[src/rtl/uart_tx_pkg.sv]
// Shared UART transmit definitions: FSM encoding, line levels, parity helper.
// The PARITY state and helper exist only when UART_TX_PARITY_EN is defined.
package uart_tx_pkg;

  localparam int unsigned MAX_DATA_BITS = 9;

  localparam logic IDLE_LEVEL  = 1'b1;
  localparam logic START_LEVEL = 1'b0;

  typedef enum logic [2:0] {
    ST_IDLE   = 3'd0,
    ST_REQ    = 3'd1,
    ST_ACK    = 3'd2,
    ST_START  = 3'd3,
    ST_DATA   = 3'd4,
`ifdef UART_TX_PARITY_EN
    ST_PARITY = 3'd5,
`endif
    ST_STOP   = 3'd6
  } txState_e;

`ifdef UART_TX_PARITY_EN
  // Even parity over a zero-extended data word.
  function automatic logic evenParity(input logic [MAX_DATA_BITS-1:0] word);
    return ^word;
  endfunction
`endif

endpackage

[src/rtl/uart_bit_timer.sv]
// Bit-period timer: bitTick is high on the last clk cycle of each bit period.
// Counter restarts from 0 whenever clear is high; shared with the receiver.
module uart_bit_timer #(
  parameter int unsigned CLKS_PER_BIT = 16
) (
  input  logic clk,
  input  logic rst,
  input  logic clear,
  output logic bitTick
);

  localparam int unsigned CNT_W = (CLKS_PER_BIT > 2) ? $clog2(CLKS_PER_BIT) : 1;
  localparam logic [CNT_W-1:0] LAST_CNT   = CNT_W'(CLKS_PER_BIT - 1);
  localparam logic [CNT_W-1:0] BEFORE_END = CNT_W'(CLKS_PER_BIT - 2);

  logic [CNT_W-1:0] cnt;

  // bitTick is registered: it rises together with cnt reaching LAST_CNT.
  always_ff @(posedge clk) begin
    if (rst || clear) begin
      cnt     <= '0;
      bitTick <= 1'b0;
    end else begin
      if (cnt == LAST_CNT) begin
        cnt <= '0;
      end else begin
        cnt <= cnt + CNT_W'(1);
      end
      bitTick <= (cnt == BEFORE_END);
    end
  end

endmodule

[src/rtl/uart_tx.sv]
// UART transmitter: pops the TX Fifo (readReq/readAck) and sends 8N1, LSB first.
// Define UART_TX_PARITY_EN to insert an even parity bit after the data bits.
module uart_tx
  import uart_tx_pkg::*;
#(
  parameter int unsigned DATA_BITS    = 8,
  parameter int unsigned CLKS_PER_BIT = 16,
  parameter int unsigned STOP_BITS    = 1
) (
  input  logic                 clk,
  input  logic                 rst,
  input  logic                 fifoEmpty,
  output logic                 fifoReadReq,
  input  logic                 fifoReadAck,
  input  logic [DATA_BITS-1:0] fifoData,
  output logic                 txd,
  output logic                 busy
);

  localparam int unsigned IDX_W = $clog2(DATA_BITS + 1);
  localparam logic [IDX_W-1:0] LAST_DATA = IDX_W'(DATA_BITS - 1);
  localparam logic [IDX_W-1:0] LAST_STOP = IDX_W'(STOP_BITS - 1);

  txState_e             state;
  txState_e             nextState;
  logic [DATA_BITS-1:0] shiftReg;
  logic [IDX_W-1:0]     bitIdx;
  logic                 bitTick;
  logic                 timerClear;
  logic                 loadWord;
`ifdef UART_TX_PARITY_EN
  logic                 parityBit;
`endif

  uart_bit_timer #(
    .CLKS_PER_BIT(CLKS_PER_BIT)
  ) bitTimer (
    .clk    (clk),
    .rst    (rst),
    .clear  (timerClear),
    .bitTick(bitTick)
  );

  // State register.
  always_ff @(posedge clk) begin
    if (rst) begin
      state <= ST_IDLE;
    end else begin
      state <= nextState;
    end
  end

  // Next-state logic. A pending word at the end of STOP goes straight to REQ,
  // so consecutive frames are separated by the stop time plus REQ and ACK only.
  always_comb begin
    nextState = state;
    case (state)
      ST_IDLE: begin
        if (!fifoEmpty) nextState = ST_REQ;
      end
      ST_REQ: begin
        nextState = ST_ACK;
      end
      ST_ACK: begin
        nextState = fifoReadAck ? ST_START : ST_IDLE;
      end
      ST_START: begin
        if (bitTick) nextState = ST_DATA;
      end
      ST_DATA: begin
        if (bitTick && (bitIdx == LAST_DATA)) begin
`ifdef UART_TX_PARITY_EN
          nextState = ST_PARITY;
`else
          nextState = ST_STOP;
`endif
        end
      end
`ifdef UART_TX_PARITY_EN
      ST_PARITY: begin
        if (bitTick) nextState = ST_STOP;
      end
`endif
      ST_STOP: begin
        if (bitTick && (bitIdx == LAST_STOP)) begin
          nextState = fifoEmpty ? ST_IDLE : ST_REQ;
        end
      end
      default: begin
        nextState = ST_IDLE;
      end
    endcase
  end

  // Output/control decode: the timer only runs while a bit is on the line.
  always_comb begin
    timerClear = 1'b1;
    loadWord   = 1'b0;
    case (state)
      ST_START,
      ST_DATA,
      ST_STOP: begin
        timerClear = 1'b0;
      end
`ifdef UART_TX_PARITY_EN
      ST_PARITY: begin
        timerClear = 1'b0;
      end
`endif
      ST_ACK: begin
        loadWord = fifoReadAck;
      end
      default: begin
        timerClear = 1'b1;
      end
    endcase
  end

  // Registered handshake/status outputs, decoded one edge ahead from nextState.
  always_ff @(posedge clk) begin
    if (rst) begin
      fifoReadReq <= 1'b0;
      busy        <= 1'b0;
    end else begin
      fifoReadReq <= (nextState == ST_REQ);
      busy        <= (nextState != ST_IDLE);
    end
  end

  // Serial datapath: txd, shift register and bit/stop index.
  always_ff @(posedge clk) begin
    if (rst) begin
      txd      <= IDLE_LEVEL;
      shiftReg <= '0;
      bitIdx   <= '0;
`ifdef UART_TX_PARITY_EN
      parityBit <= 1'b0;
`endif
    end else begin
      case (state)
        ST_ACK: begin
          if (loadWord) begin
            shiftReg <= fifoData;
            txd      <= START_LEVEL;
            bitIdx   <= '0;
`ifdef UART_TX_PARITY_EN
            parityBit <= evenParity(MAX_DATA_BITS'(fifoData));
`endif
          end else begin
            txd <= IDLE_LEVEL;
          end
        end
        ST_START: begin
          if (bitTick) begin
            txd      <= shiftReg[0];
            shiftReg <= shiftReg >> 1;
          end
        end
        ST_DATA: begin
          if (bitTick) begin
            if (bitIdx == LAST_DATA) begin
              bitIdx <= '0;
`ifdef UART_TX_PARITY_EN
              txd    <= parityBit;
`else
              txd    <= IDLE_LEVEL;
`endif
            end else begin
              bitIdx   <= bitIdx + IDX_W'(1);
              txd      <= shiftReg[0];
              shiftReg <= shiftReg >> 1;
            end
          end
        end
`ifdef UART_TX_PARITY_EN
        ST_PARITY: begin
          if (bitTick) begin
            txd    <= IDLE_LEVEL;
            bitIdx <= '0;
          end
        end
`endif
        ST_STOP: begin
          if (bitTick) begin
            bitIdx <= (bitIdx == LAST_STOP) ? '0 : bitIdx + IDX_W'(1);
          end
        end
        default: begin
          txd <= IDLE_LEVEL;
        end
      endcase
    end
  end

endmodule

[config.mk]
export PLATFORM = sky130hd
export DESIGN_NAME = uart_tx
export DESIGN_NICKNAME = d
export VERILOG_FILES = /design/src/rtl/uart_tx_pkg.sv /design/src/rtl/uart_bit_timer.sv /design/src/rtl/uart_tx.sv
export SDC_FILE = /design/constraint.sdc
export NUM_CORES = 1
export LEC_CHECK = 0
export ABC_AREA = 1
export CAP_MARGIN = 20
export CORE_MARGIN = 2
export CORE_UTILIZATION = 40
export DETAILED_ROUTE_END_ITERATION = 10
export DONT_BUFFER_PORTS = 1
export SYNTH_ARGS = -nofsm -noshare
export SYNTH_HDL_FRONTEND = slang
export SYNTH_HIERARCHICAL = 1
export SYNTH_SLANG_ARGS = --single-unit
export TNS_END_PERCENT = 100
[constraint.sdc]
create_clock -name clk -period 1.23 [get_ports clk]
set_input_delay 0 -clock clk [delete_from_list [all_inputs] [get_ports clk]]
set_output_delay 0 -clock clk [all_outputs]
set_load 0.02 [all_outputs]
==> flow_summary.ini <==
[yosys]
yosysUniqueCellTypes = 23
synthesis.instances = 208
ys_seq_area_frac = 0.350
synth_top_area_share = 0.350
ys_top_cells_by_area = dfxtp_1 (35%), nand2_1 (18%), nor2_1 (10%)
yosys_warnings = 6
postSynthRegisterBits = 23
synth.largest_area_cell = dfxtp_1
syn_area_um2 = 1310
syn-num-nets = 224
avgSynthCellArea_um2 = 6.32

[grt]
grt_pass1_wl_um = 5870
overflow = 0
grt_pass1_vias = 1398
grtUsageTotal = 0.209
grt_antenna_before_repair = 0
grt_max_degree = 14

[clocking]
clock_latency_ns = 0.33
path_clk_slew_ns = 0.15
htreeDepth = 1
cts_tree = yes
clockBufferDepth = 2
root_buffer = clkbuf_4
clock_sinks = 23
cts_inserted_buffers = 3

[critical_path]
cp-end-kind = register
crit_chain = buf_4 -> nor2_4 -> nand2_2 -> buf_4 -> nand3_1 -> inv_1 -> nand2_1 -> nand2_1
path_class = reg -> reg
crit_path_start_kind = register
arrival_ns = 1.58
crit_path_top_delay_cell = dfxtp_4
cp_data_required_time_ns = 1.47
path_max_fanout = 6
cpPeakStageDelay_ns = 0.41

[sta]
slew_headroom = 0.697
setup_slack_ns = -0.115
rsz0062_at_grt = yes
holdWs_ns = -0.00406
setup_viol = 19
fin_crit_sh = 1.09
worstMarginPinSlew_ns = 0.453
fin_crit_ns = 1.35
fin_skew_ns = 0.0103
fmax_mhz = 743
final_max_slew_viol_count = 0
final-hold-violation-count = 1

[status]
violations = negative hold slack, negative setup slack
outcome = finished with violations

[pwr]
seq_power_share = 0.540
cellPowerDensity_nw_per_um2 = 776
irDropWorstVdd_uv = 394
p_leak_uw = 0.000917
netSwitchingFraction = 0.318
clkPwrFrac = 0.255
total_power_uw = 1530
power_frac_comb = 0.206
p_int_uw = 1040
p_switching_uw = 486

[min_path]
hold_path_class = in -> reg

[die]
die_area_um2 = 3760
fp-row-count = 20
start_util = 0.427
core_region_area_um2 = 3080
fp.dieW_um = 61.3
die_y_um = 61.3
io_pins = 15

[drt]
vias_per_cell = 4.93
wl_um = 3640
postRouteAntennaNets = 0
wl_per_cell_um = 12.3
vias = 1455
drtIter0Drc = 101
drc = 0
drt_pass1_iterations = 4

[layout]
nFillCells = 263
finish.utilization = 0.640
area_delta_synth_final_pct = 50.0
drive_above_1_share = 0.343
num-nets-final = 268
n_antenna_cell = 0

[placement]
port_buffers = 0
dp_hpwl_um = 2320
gp_congestion = 0.853

[flow_run]
drv_cap = 0
==> power by group through the flow <==
stage	Sequential [µW]	Clock, µW	Combinational, µW
2_1_floorplan	839	0	172
3_3_place_gp	845	0	203
3_5_place_dp	846	0	208
4_1_cts	824	387	277
5_1_grt	832	426	347
6_report	826	389	314
==> sequential cells by signal (all words and copies together) (netlist names) <==
signal            count
shiftReg              8
fifoReadReq           1
bitIdx                4
state                 3
bitTimer/cnt          4
txd                   1
busy                  1
bitTimer/bitTick      1
==> through the flow <==
stage / TNS, ns / cell area (µm²) / instances / setup slack (ns) / hold slack (ns)
final: -1.67 / 1970 / 295 / -0.115 / -0.00406
after global routing: -3.41 / 1970 / 295 / -0.208 / 0.0213
after CTS: -0.700 / 1860 / 291 / -0.0661 / -0.296
after detailed placement: -1.85 / 1540 / 271 / -0.156 / 0.0667
after global placement: -1.41 / 1540 / 271 / -0.121 / 0.0675
after floorplan: -0.357 / 1340 / 208 / -0.0447 / 0.0766
==> synth_stat cells (all sizes together) <==
library cell,number
clkbuf,2
dfxtp,23
nor2,39
nor3,3
buf,2
ha,4
a21boi,1
a21oi,7
xor2,1
nand4,4
o21ai,4
nand2,69
nand3,23
inv,26
==> metal layers <==
metal  wire (µm)  vias to the layer above  GRT usage
li1            -                      741          -
met3         121                        5     0.0399
met4          42                        0     0.0963
met1        1630                      682      0.251
met2        1840                       27      0.359
met5           0                        -          0
==> cell families after synthesis <==
family	share of synthesized area
and+or+nand+nor	0.462
buffers and inverters	0.0924
DFF	0.350
AOI/OAI and AO/OA	0.0505
adders and majority gates	0.0381
xor gates and xnor gates	0.00667
==> layout make-up <==
type | count | area [µm²] | share of cell area
clock buffer | 3 | 22.5 | 0.0114
clock inverter | 1 | 5.00 | 0.00254
inverter | 26 | 110 | 0.0559
multi-input combinational | 156 | 936 | 0.475
sequential | 23 | 479 | 0.243
tap | 44 | 55.1 | 0.0279
timing repair buffer | 42 | 363 | 0.184
==> what timing repair did <==
item / 4_1_cts / 5_1_grt
resized for setup: 39 / 20
hold buffers: 12 / 1
gates cloned: 1 / 0
pin swaps: 13 / 8
setup buffers: 3 / 3
endpoints found under the setup margin: 20 / 22
endpoints found under the hold margin: 21 / 12
==> worst max-delay path: cells and delay by family, from the launching register on <==
kind | cells | cell delay (ns)
flip-flops | 1 | 0.41
buffers and inverters | 3 | 0.35
AND/OR/NAND/NOR | 5 | 0.49
==> path summary, 6_finish.rpt <==
path                            startpoint                  endpoint  slack (ns)  depth (start not counted)
setup / recovery       state[2]$_SDFF_PP0_          txd$_SDFFE_PP1P_       -0.12                          8
hold / removal                 fifoData[4]  shiftReg[4]$_SDFFE_PP0P_      -0.004                          6
setup reg to reg       state[2]$_SDFF_PP0_          txd$_SDFFE_PP1P_       -0.12                          8
hold reg to reg   shiftReg[6]$_SDFFE_PP0P_  shiftReg[6]$_SDFFE_PP0P_        0.49                          2
==> placed cells by master, fill, tap and decap left out, drive strengths merged <==
cell          n
a21oi         7
xor2          1
buf          29
dlygate4sd3  13
clkbuf        3
nand3        23
nand4         4
nor2         40
a21boi        1
nor3          3
nand2        69
ha            4
clkinv        1
o21ai         4
inv          26
dfxtp        23
No activity file was read; power rests on OpenSTA's default activity.
